<file path="config.mk">
export PLATFORM = sky130hd
export DESIGN_NAME = count_run_ctrl_flat
export DESIGN_NICKNAME = d
export VERILOG_FILES = /design/src/rtl/count_run_ctrl_if.sv /design/src/rtl/count_run_ctrl.sv /design/src/flat_wrapper.sv
export SDC_FILE = /design/constraint.sdc
export NUM_CORES = 1
export LEC_CHECK = 0
export CAP_MARGIN = 0
export CORE_MARGIN = 8
export CORE_UTILIZATION = 40
export CTS_CLUSTER_DIAMETER = 40
export CTS_CLUSTER_SIZE = 10
export DETAILED_ROUTE_END_ITERATION = 16
export GPL_TIMING_DRIVEN = 0
export MAX_ROUTING_LAYER = met4
export PLACE_DENSITY = 0.69
export RECOVER_POWER = 25
export SKIP_LAST_GASP = 1
export SYNTH_ARGS = -nofsm -noshare
export SYNTH_HDL_FRONTEND = slang
export SYNTH_SLANG_ARGS = --single-unit
</file>
<file path="constraint.sdc">
create_clock -name clk -period 3 [get_ports clk]
set_input_delay 0.9 -clock clk [delete_from_list [all_inputs] [get_ports clk]]
set_output_delay 0.9 -clock clk [all_outputs]
set_load 0.1 [all_outputs]
</file>
<file path="src/rtl/count_run_ctrl_if.sv">
// Counter-side bundle of the run-control sequencer: enable/clear
// towards the counter, count feedback and run status.
interface count_run_ctrl_if;
    logic [7:0] cnt_val;
    logic       cnt_en;
    logic       cnt_clr;
    logic [1:0] state;
    logic       running;

    modport master (
        input  cnt_val,
        output cnt_en,
        output cnt_clr,
        output state,
        output running
    );

    modport slave (
        output cnt_val,
        input  cnt_en,
        input  cnt_clr,
        input  state,
        input  running
    );
endinterface

</file>
<file path="src/rtl/count_run_ctrl.sv">
// Run-control sequencer: button sync/debounce, prescaled count
// enable, IDLE/RUN/PAUSE/DONE sequencing with optional auto-stop.
module count_run_ctrl #(
    parameter int DIV_W    = 16,
    parameter int DEBOUNCE = 4
) (
    input  logic             clk,
    input  logic             rst_n,
    input  logic             btn_ss,
    input  logic             btn_clr,
    input  logic [DIV_W-1:0] div_val,
    input  logic             auto_stop,
    input  logic [7:0]       stop_val,
    count_run_ctrl_if.master bus
);
    localparam logic [1:0] IDLE  = 2'b00;
    localparam logic [1:0] RUN   = 2'b01;
    localparam logic [1:0] PAUSE = 2'b10;
    localparam logic [1:0] DONE  = 2'b11;

    localparam int DBW = (DEBOUNCE < 2) ? 1 : $clog2(DEBOUNCE);
    localparam logic [DBW-1:0] DB_LAST = DBW'(DEBOUNCE - 1);

    logic [1:0]          btn;
    logic [1:0]          s1;
    logic [1:0]          s2;
    logic [1:0]          db;
    logic [1:0]          db_d;
    logic [1:0]          evt;
    logic [1:0][DBW-1:0] dbc;

    logic             ss_evt;
    logic             clr_evt;
    logic             stop_hit;
    logic             tick;
    logic [1:0]       state;
    logic [1:0]       state_nx;
    logic             running;
    logic [DIV_W-1:0] pre;
    logic [DIV_W-1:0] pre_nx;

    assign btn = {btn_clr, btn_ss};

    // bit 0 = start/stop, bit 1 = clear
    always_ff @(posedge clk) begin
        if (!rst_n) begin
            s1   <= '0;
            s2   <= '0;
            db   <= '0;
            db_d <= '0;
            dbc  <= '0;
        end else begin
            s1   <= btn;
            s2   <= s1;
            db_d <= db;
            for (int i = 0; i < 2; i++) begin
                if (s2[i] == db[i]) begin
                    dbc[i] <= '0;
                end else if (dbc[i] == DB_LAST) begin
                    db[i]  <= s2[i];
                    dbc[i] <= '0;
                end else begin
                    dbc[i] <= dbc[i] + DBW'(1);
                end
            end
        end
    end

    assign evt      = db & ~db_d;
    assign ss_evt   = evt[0];
    assign clr_evt  = evt[1];
    assign stop_hit = auto_stop & (bus.cnt_val == stop_val);
    assign tick     = (pre >= div_val);

    always_comb begin
        state_nx = state;
        if (clr_evt) begin
            state_nx = IDLE;
        end else begin
            unique case (state)
                IDLE:  if (ss_evt) state_nx = RUN;
                RUN: begin
                    if (stop_hit)    state_nx = DONE;
                    else if (ss_evt) state_nx = PAUSE;
                end
                PAUSE: if (ss_evt) state_nx = RUN;
                DONE:  state_nx = DONE;
            endcase
        end
    end

    // the RUN cycle that carries the pause event still counts
    always_comb begin
        pre_nx = pre;
        if (state_nx == IDLE || state_nx == DONE) begin
            pre_nx = '0;
        end else if (state == RUN) begin
            pre_nx = tick ? '0 : pre + DIV_W'(1);
        end
    end

    always_ff @(posedge clk) begin
        if (!rst_n) begin
            state   <= IDLE;
            running <= 1'b0;
            pre     <= '0;
        end else begin
            state   <= state_nx;
            running <= (state_nx == RUN);
            pre     <= pre_nx;
        end
    end

    assign bus.cnt_en  = rst_n & (state == RUN) & tick
                       & ~clr_evt & ~ss_evt & ~stop_hit;
    assign bus.cnt_clr = rst_n & clr_evt;
    assign bus.state   = state;
    assign bus.running = running;
endmodule

</file>
<file path="src/flat_wrapper.sv">
// flat-port wrapper written by rule: the top's interface ports become plain ports
module count_run_ctrl_flat 
#(
    parameter int DIV_W    = 16,
    parameter int DEBOUNCE = 4
)
  (clk, rst_n, btn_ss, btn_clr, div_val, auto_stop, stop_val, bus_cnt_val, bus_cnt_en, bus_cnt_clr, bus_state, bus_running);
  count_run_ctrl_if bus_i ();
  input  logic clk;
  input  logic rst_n;
  input  logic btn_ss;
  input  logic btn_clr;
  input  logic [DIV_W-1:0] div_val;
  input  logic auto_stop;
  input  logic [7:0] stop_val;
  input wire logic [$bits(bus_i.cnt_val)-1:0] bus_cnt_val;
  output wire logic [$bits(bus_i.cnt_en)-1:0] bus_cnt_en;
  output wire logic [$bits(bus_i.cnt_clr)-1:0] bus_cnt_clr;
  output wire logic [$bits(bus_i.state)-1:0] bus_state;
  output wire logic [$bits(bus_i.running)-1:0] bus_running;
  assign bus_i.cnt_val = bus_cnt_val;
  assign bus_cnt_en = bus_i.cnt_en;
  assign bus_cnt_clr = bus_i.cnt_clr;
  assign bus_state = bus_i.state;
  assign bus_running = bus_i.running;
  count_run_ctrl #(.DIV_W(DIV_W), .DEBOUNCE(DEBOUNCE)) u_core (.clk(clk), .rst_n(rst_n), .btn_ss(btn_ss), .btn_clr(btn_clr), .div_val(div_val), .auto_stop(auto_stop), .stop_val(stop_val), .bus(bus_i));
endmodule
</file>
==> results of run 1 <==
worst max path at each step:
stage / start / endpoint
CTS: div_val[15] / bus_cnt_en
detailed placement: div_val[11] / bus_cnt_en
global placement: div_val[11] / bus_cnt_en
global route: div_val[8] / bus_cnt_en
floorplan: div_val[11] / bus_cnt_en
finish: div_val[8] / bus_cnt_en
cell usage in the layout, fill, tap and decap left out, drive strengths merged, types with 2 or more instances in the layout:
cell            n
a2111oi         2
a21oi           7
a22o            2
and2            7
and3            2
and4            2
buf            17
clkbuf         10
clkdlybuf4s15   3
clkdlybuf4s50   5
dfxtp          31
dlymetal6s2s   17
ha             20
inv            18
mux2i           2
nand2          15
nand2b          4
nand3           4
nand4           7
nor2           21
nor2b           6
nor3            6
nor4            2
nor4b           2
nor4bb          2
o21ai           3
xnor2          16
xor2            8
final cells by class:
class / count / area (sq um) / area share [%]
multi-input cells: 148 / 1500 / 53.0
flip-flops and latches: 31 / 621 / 22.0
repair buffers: 46 / 470 / 16.7
inverters: 18 / 77.6 / 2.75
clock buffers: 6 / 72.6 / 2.57
well taps: 52 / 65.1 / 2.31
plain buffers: 2 / 18.8 / 0.665
where the power goes:
part           switching (mW)  leakage (nW)  total, mW  internal, mW
Sequential            0.00133         0.251      0.416         0.415
Combinational          0.0439         0.860      0.110        0.0656
Clock                   0.144        0.0371      0.298         0.154
Total                   0.189          1.15      0.824         0.635
timing repair:
item | in CTS | in global routing
gates resized for setup | 85 | 45
setup endpoints to repair | 18 | 17
cloned | 0 | 1
setup buffers | 1 | 3
pin swaps | 27 | 27
through the flow:
step / setup TNS [ps] / instance area (sq um) / total power, mW
6_report: -331 / 2820 / 0.824
5_1_grt: -433 / 2820 / 0.860
4_1_cts: -2910 / 2640 / 0.823
3_5_place_dp: -11830 / 2460 / 0.525
3_3_place_gp: -11330 / 2460 / 0.523
2_1_floorplan: -732 / 1990 / 0.468
state kept, by name (all words and copies together) (netlist names):
signal	flops
u_core.bus.running	1
u_core.bus.state	2
u_core.db	2
u_core.db_d	2
u_core.dbc	4
u_core.pre	16
u_core.s1	2
u_core.s2	2
logic make-up after synthesis:
family,after synthesis
simple gates,86
flops,31
xor+xnor,24
buf+inv,20
fa+ha+maj,20
compound gates,16
mux,2
metal layers:
layer / track usage [%] / vias up / wire length (um)
met5: - / - / 0
met4: 4.24 / 0 / 33
met3: 3.13 / 5 / 123
met2: 19.2 / 19 / 2120
met1: 14.2 / 713 / 1920
li1: - / 784 / -
==> run metrics, run 1 <==
fill count=between 300 and 400; Mapped Cells=199; post-synthesis simple-gate area fraction=28.3%; antenna cells=0; beginning of the worst register-to-register path=u_core.bus.state[0]; post-layout min period=3320 ps; Crit. End Element=primary output; Worst-Margin Slew=988 ps; TritonCTS Buffers=5; Area growth syn-to-layout=52.4%; Synth Area in XOR/XNOR=11.4%; Yosys reg bits=31; Final Cycle Share=111%; CTS Hold Bufs=0; Vias=between 1500 and 2000; GP Congestion=0.740; post-DR vias/cell=5.02; number of port buffers=41; top cells by area, synth=dfxtp_1 34%, ha_1 14%, xnor2_1 7.6%; max-cap violation count=0; fin. max-slew vios=0; clk sinks=31; hold_ws=427 ps; crit-path max cell delay=420 ps; Routed wire per std cell=13.9 um; first-pass GRT wire length=6910 um; total buffers and inverters traversed by the critical path=3; crit start category=input port; mux cell area share after synthesis=1.08%; largest area contributor in the netlist=dfxtp_1; register area share after synthesis=between 30 and 40%; Mapped Nets=256; synth unique cells=41; asr flop ratio synth=0%; post-synth top area share=33.5%; I/O pins=42; Clock transition at path regs=60 ps; largest family of logic cells by synthesized area=simple AND/OR/NAND/NOR gates; vias in the first global route=about 1500; # setup viols final=2; Post-Place Worst Slack=-1730 ps; Crit path depth=9; # rows=24; WHS Endpoint=u_core.dbc[2]; reg2reg end=u_core.pre[14]; # DRC=0; CP max-delay cell=a2111oi_4; die area=7060 sq um; H-tree Lvls=2; Ys Warns=0; Synth Cell Area=~1900 sq um; placed cells=approximately 290; DR iter-0 viols=66; Avg Cell Area, Syn=9.30 sq um; Synth top cells by count=31 x dfxtp_1, 20 x ha_1, 18 x inv_1; TritonCTS clock tree=yes; P per Cell Area=292 nW/um^2; Worst Hold Class=flip-flop to flip-flop; Initial DRT Pass Iterations=4; post-detailed-route count of antenna-violating nets=0; Adder-Cell Fraction of Synth Area=13.5%; Util after Layout=63.9%; Worst Skew=roughly 8.6 ps; Worst-Skew Late Latency=280 ps; Worst Hold Depth=1; worst path cell trace=buf_2 -> inv_2 -> ha_1 -> nand4_1 -> nor2_4 -> a2111oi_4 -> and3b_2 -> nor4_4 -> buf_6; count leader, synth=dfxtp_1; Final Hold Fails=0; max_slew headroom=33.9%; dominant synthesized flop cell=dfxtp_1; CP Max Fanout=2; kind of cell adding the most delay to the critical path=simple AND/OR/NAND/NOR gates; post-synthesis compound-gate area fraction=7.78%; Routed WL=about 4200 um; Root Driver=clkbuf_8; Die H=84.0 um; initial core utilization=41.9%; Pleak=between 1 and 1.5 nW; final instance count without filler cells=303; layout cells sized above 1=36.7%; failing checks=negative setup slack; WP data arrival=2420 ps; antenna violations before repair=0; Critical Path RT=2100 ps; R2R Setup Slk=770 ps; critical path type=input port to primary output; fmax=~0.30 GHz; setup ws final=-325 ps; GRT Total Usage=12.0%; largest net degree at the start of global routing=11; Clock Path Buffers=2; Congestion Overflow GR=0; core area=4410 sq um; Hold Crit Start=u_core.dbc[2]; status=finished, violations left; FF-to-FF path depth=9; RSZ-0062 raised after global routing=yes; maximum vdd drop=0.255 mV; final net count=309; DPL Wire Length=~3100 um; die width=84.0 um; EDFF count, synth=0
Power figures use the tool's default switching activity.
==> run 2: changes to the inputs <==
CORE_MARGIN = not set   (was 8)
CTS_BUF_LIST = sky130_fd_sc_hd__clkbuf_4   (was not set)
==> run 2 against run 1 <==
Net effect:
- the run still ends with negative setup slack left
- non-clock buffer count is the same
- cell area decreased by 4.8%
- die area decreased by 31%
- final cell count up 0.66%
- clock skew grew 4.0 ps
- critical path depth unchanged
- sequential share of layout area is 1.1 points higher
- sequential cell count is the same
- register-to-register slack lost 20 ps
- sequential power about the same
- core utilization fell by 3.1 points
- via count decreased by 1.9%
- critical path type unchanged
- critical endpoint unchanged
- largest power group unchanged
- highest routed layer unchanged
==> run metrics, run 2 (synthesized netlist as in run 1, its figures left out) <==
commonest cells after routing, fill and taps aside=31 x dfxtp_1, 22 x clkdlybuf4s50_1, 15 x nand2_1, 14 x xnor2_1, 13 x ha_4 (was 31 x dfxtp_1, 17 x dlymetal6s2s_1, 15 x xnor2_1, 14 x ha_4, 13 x inv_2); Largest Register=u_core.pre (unchanged); Clock Path Buffers=2 (unchanged); Vias=1492 (was 1521); die width=70.0 um (was 84.0 um); RSZ-0062 raised after global routing=yes (unchanged); Cell Area, Placed=2460 sq um (unchanged); I/O pins=42 (unchanged); Die H=70.0 um (was 84.0 um); met3 Usage GRT=4.18% (was 3.13%); Critical Path RT=2100 ps (about the same); layout cells sized above 1=34.0% (was 36.7%); die area=4900 sq um (was 7060 sq um); Routed wire per std cell=12.1 um (was 13.9 um); GRT Total Usage=16.8% (was 12.0%); setup ws final=-303 ps (was -325 ps); failing checks=negative setup slack (unchanged); Clock transition at path regs=90 ps (was 60 ps); commonest non-fill, non-tap cell in the layout=dfxtp_1 (unchanged); CTS Hold Bufs=0 (unchanged); TritonCTS clock tree=yes (unchanged); GP Congestion=0.716 (was 0.740); number of port buffers=41 (unchanged); core area=4410 sq um (unchanged); Worst-Margin Slew=978 ps (was 988 ps); Post-Place Worst Slack=-1760 ps (was -1730 ps); Largest regs=u_core.pre x16, u_core.dbc x4 (unchanged); Congestion Overflow GR=0 (unchanged); max_slew headroom=34.6% (was 33.9%); CP Max Fanout=2 (unchanged); TNS Setup=-1320 ps (was -331 ps); initial core utilization=41.9% (unchanged); Worst Hold Class=flip-flop to flip-flop (unchanged); final instance count without filler cells=305 (was 303); antenna violations before repair=0 (unchanged); final net count=309 (unchanged); placed cells=292 (unchanged); hold_ws=437 ps (was 427 ps); maximum vdd drop=0.292 mV (was 0.255 mV); crit start category=input port (unchanged); DR iter-0 viols=41 (was 66); largest net degree at the start of global routing=11 (unchanged); Largest register FFs=16 (unchanged); Final Cell Area=2680 sq um (was 2820 sq um); Worst-Skew Late Latency=340 ps (was 280 ps); # rows=24 (unchanged); WP data arrival=2400 ps (was 2420 ps); Initial DRT Pass Iterations=4 (unchanged); Area growth syn-to-layout=45.0% (was 52.4%); met2 usage=27.4% (was 19.2%); post-detailed-route count of antenna-violating nets=0 (unchanged); post-DR vias/cell=4.89 (was 5.02); post-layout min period=3300 ps (was 3320 ps); Final Cycle Share=110% (was 111%); Final Hold Fails=0 (unchanged); # DRC=0 (unchanged); fin. max-slew vios=0 (unchanged); antenna cells=0 (unchanged); H-tree Lvls=2 (unchanged); Worst Skew=12.6 ps (was 8.60 ps); Util after Layout=60.8% (was 63.9%); status=finished, violations left (unchanged); vias in the first global route=1462 (was 1531); Most Crowded Layer GR=met2 (unchanged); clk sinks=31 (unchanged); TritonCTS Buffers=5 (unchanged); max-cap violation count=0 (unchanged); Final Power=763 uW (was 824 uW); DPL Wire Length=2850 um (was 3130 um); # setup viols final=11 (was 2); fmax=0.303 GHz (was 0.301 GHz); routing usage on met1=20.4% (was 14.2%); critical path type=input port to primary output (unchanged); P per Cell Area=284 nW/um^2 (was 292 nW/um^2); Crit. End Element=primary output (unchanged); Pleak=0.985 nW (was 1.15 nW); first-pass GRT wire length=6400 um (was 6910 um); Root Driver=clkbuf_4 (was clkbuf_8); Routed WL=3700 um (was 4200 um)
run 2: cell count changes in the layout (fill, tap and decap cells not counted), moves of 5 or more:
| cell | delta |
|---|---|
| dlymetal6s2s_1 | -17 |
| buf_2 | -5 |
| buf_6 | +5 |
| clkbuf_4 | +6 |
| clkbuf_8 | -5 |
| clkdlybuf4s50_1 | +17 |
run 2: per-layer routing:
metal | vias up | share of wire [%]
li1 | 782 | -
met1 | 677 | 46
met2 | 23 | 49
met3 | 10 | 3.9
met4 | 0 | 1.4
met5 | - | 0
run 2: critical path, cell delays in order:
cell	delay, ps
dlygate4sd2_1	190
inv_1	60
ha_4	250
o21ai_1	50
a21oi_1	130
nand3b_1	120
and3b_2	260
nor4_4	160
buf_6	260
run 2: final cells by class:
class,instances,area (sq um)
Multi-Input combinational cell,148,1430
Clock buffer,6,45.0
Inverter,18,80.1
Fill cell,368,1730
Clock inverter,2,7.51
Sequential cell,31,621
Timing Repair Buffer,46,425
Buffer,2,15.0
Tap cell,52,65.1
run 2: power breakdown:
part           internal, mW  total [mW]  leakage (nW)  switching (mW)
clock                0.0957       0.237        0.0307           0.141
sequential            0.415       0.416         0.251         0.00149
combinational        0.0686       0.110         0.703          0.0409
total                 0.579       0.763         0.985           0.184
run 2: path summary, 6_finish.rpt:
path                             from        endpoint  slack [ps]  depth (start not counted)
setup / recovery           div_val[2]      bus_cnt_en        -300                          9
hold / removal           u_core.s1[0]    u_core.s2[0]         440                          1
setup reg to reg  u_core.bus.state[0]  u_core.pre[12]         750                          9
hold reg to reg          u_core.s1[0]    u_core.s2[0]         440                          1
run 2: timing repair:
| action | 4_1_cts | 5_1_grt |
|---|---|---|
| setup buffers | 2 | 3 |
| resized for setup | 68 | 30 |
| setup endpoints to repair | 18 | 18 |
| pin swaps | 27 | 21 |
==> run 3: changes to the inputs <==
CORE_UTILIZATION = 47   (was 40)
PLACE_DENSITY = 0.78   (was 0.69)
SKIP_LAST_GASP = not set   (was 1)
==> run 3 against run 2 <==
Net effect:
- largest cell class unchanged
- core utilization up 18 points
- setup slack worse by 15 ps
- global-route usage grew 6.4 points
- critical endpoint unchanged
- largest power group unchanged
- sequential power barely moved
- the run still ends with negative setup slack left
- combinational power increased by 11%
==> run metrics, run 3 (synthesized netlist as in run 1, its figures left out) <==
clk sinks=31 (unchanged); layout cells sized above 1=41.1% (was 34.0%); DPL Wire Length=2830 um (was 2850 um); vias in the first global route=1633 (was 1462); status=finished, violations left (unchanged); Final Hold Fails=0 (unchanged); Crit. End Element=primary output (unchanged); FF-to-FF path depth=17 (was 9); DR iter-0 viols=99 (was 41); Cell Area, Placed=2460 sq um (about the same); Largest regs=u_core.pre x16, u_core.dbc x4 (unchanged); TritonCTS Buffers=5 (unchanged); GRT Total Usage=23.2% (was 16.8%); fill count=249 (was 368); Routed WL=4530 um (was 3700 um); die width=64.7 um (was 70.0 um); final net count=321 (was 309); initial core utilization=49.8% (was 41.9%); max_slew headroom=34.8% (was 34.6%); crit-path max cell delay=370 ps (was 260 ps); CP max-delay cell=a2111oi_4 (was and3b_2); Worst Hold Depth=1 (unchanged); Final Power=852 uW (was 763 uW); RSZ-0062 raised after global routing=yes (unchanged); final instance count without filler cells=313 (was 305); Pleak=1.20 nW (was 0.985 nW); Area growth syn-to-layout=58.0% (was 45.0%); Multi-input gate area=1480 sq um (was 1430 sq um); Largest Register=u_core.pre (unchanged); number of port buffers=41 (unchanged); # setup viols final=1 (was 11); Congestion Overflow GR=0 (unchanged); H-tree Lvls=2 (unchanged); max-cap violation count=0 (unchanged); commonest cells after routing, fill and taps aside=31 x dfxtp_1, 16 x dlymetal6s2s_1, 15 x ha_4 (was 31 x dfxtp_1, 22 x clkdlybuf4s50_1, 15 x nand2_1, 14 x xnor2_1, 13 x ha_4); post-detailed-route count of antenna-violating nets=0 (unchanged); TritonCTS clock tree=yes (unchanged); antenna violations before repair=0 (unchanged); # rows=22 (was 24); antenna cells=0 (unchanged); Critical Path RT=2100 ps (about the same); CP Max Fanout=2 (unchanged); worst path cell trace=buf_2 -> ha_4 -> nand2b_4 -> a2111oi_4 -> nand3b_1 -> and3b_2 -> nor4_4 -> buf_6 (was dlygate4sd2_1 -> inv_1 -> ha_4 -> o21ai_1 -> a21oi_1 -> nand3b_1 -> and3b_2 -> nor4_4 -> buf_6); fin. max-slew vios=0 (unchanged); failing checks=negative setup slack (unchanged); hold_ws=440 ps (was 437 ps); Final Cycle Share=111% (was 110%); first-pass GRT wire length=7090 um (was 6400 um); I/O pins=42 (unchanged); largest net degree at the start of global routing=11 (unchanged); TNS Setup=-318 ps (was -1320 ps); commonest non-fill, non-tap cell in the layout=dfxtp_1 (unchanged); GP Congestion=0.779 (was 0.716); post-layout min period=3320 ps (was 3300 ps); Worst-Skew Late Latency=330 ps (was 340 ps); Die H=64.7 um (was 70.0 um); post-DR vias/cell=5.14 (was 4.89); core area=3720 sq um (was 4410 sq um); maximum vdd drop=0.324 mV (was 0.292 mV); placed cells=288 (was 292); P per Cell Area=291 nW/um^2 (was 284 nW/um^2); Worst Skew=9.77 ps (was 12.6 ps); CTS Hold Bufs=0 (unchanged); die area=4190 sq um (was 4900 sq um); register area=621 sq um (unchanged); Final Cell Area=2920 sq um (was 2680 sq um); fmax=0.301 GHz (was 0.303 GHz); Clock transition at path regs=100 ps (was 90 ps); Root Driver=clkbuf_4 (unchanged); Largest register FFs=16 (unchanged); critical path type=input port to primary output (unchanged); Worst-Margin Slew=975 ps (was 978 ps); Clock Path Buffers=2 (unchanged); Vias=1608 (was 1492); WP data arrival=2420 ps (was 2400 ps); Routed wire per std cell=14.5 um (was 12.1 um); # DRC=0 (unchanged); Initial DRT Pass Iterations=4 (unchanged); setup ws final=-318 ps (was -303 ps); Worst Hold Class=flip-flop to flip-flop (unchanged); crit start category=input port (unchanged)
[run 3: cell type report]
type	instances	share of cell area, %
Clock inverter	3	1.33
Multi-Input combinational cell	148	50.5
Inverter	18	2.65
Clock buffer	5	1.28
Tap cell	48	2.05
Buffer	1	0.128
Timing Repair Buffer	59	20.8
Sequential cell	31	21.2
[run 3: path summary, 6_finish.rpt]
| path | slack, ps | start | endpoint |
|---|---|---|---|
| setup / recovery | -320 | div_val[0] | bus_cnt_en |
| hold / removal | 440 | u_core.dbc[2] | u_core.dbc[2] |
| setup reg to reg | 210 | u_core.pre[0] | u_core.pre[10] |
| hold reg to reg | 440 | u_core.dbc[2] | u_core.dbc[2] |
[run 3: repair_timing]
action                     in CTS  in global routing
setup endpoints to repair      18                 18
gates resized for setup        95                 41
setup buffers                  15                  6
cloned                          1                  0
pin swaps                      28                 30
[run 3: worst max-delay path: cells and delay by family]
family	cells	cell delay, ps
AND/OR/NAND/NOR	4	640
buffers and inverters	2	300
adder cells (fa/ha/maj)	1	200
AO/OA/AOI/OAI	1	370
[run 3: routing by layer]
layer / part of all wire [%] / GRT usage [%] / vias up
met2: 52 / 40.9 / 27
met5: 0 / - / -
met1: 42 / 24.5 / 766
li1: - / - / 808
met4: 1.4 / 9.44 / 0
met3: 3.8 / 5.81 / 7
[run 3: metrics by stage]
stage                     worst slack (ps)  utilization, %
after CTS                             -374            74.7
after detailed placement             -1740            66.1
final                                 -318            78.7
after global placement               -1720            66.1
after global routing                  -369            78.7
after floorplan                       -732               -
[run 3: power breakdown]
| part | total, mW | switching [mW] | internal [mW] |
|---|---|---|---|
| Sequential | 0.416 | 0.00140 | 0.415 |
| Clock | 0.315 | 0.143 | 0.171 |
| Combinational | 0.122 | 0.0485 | 0.0733 |
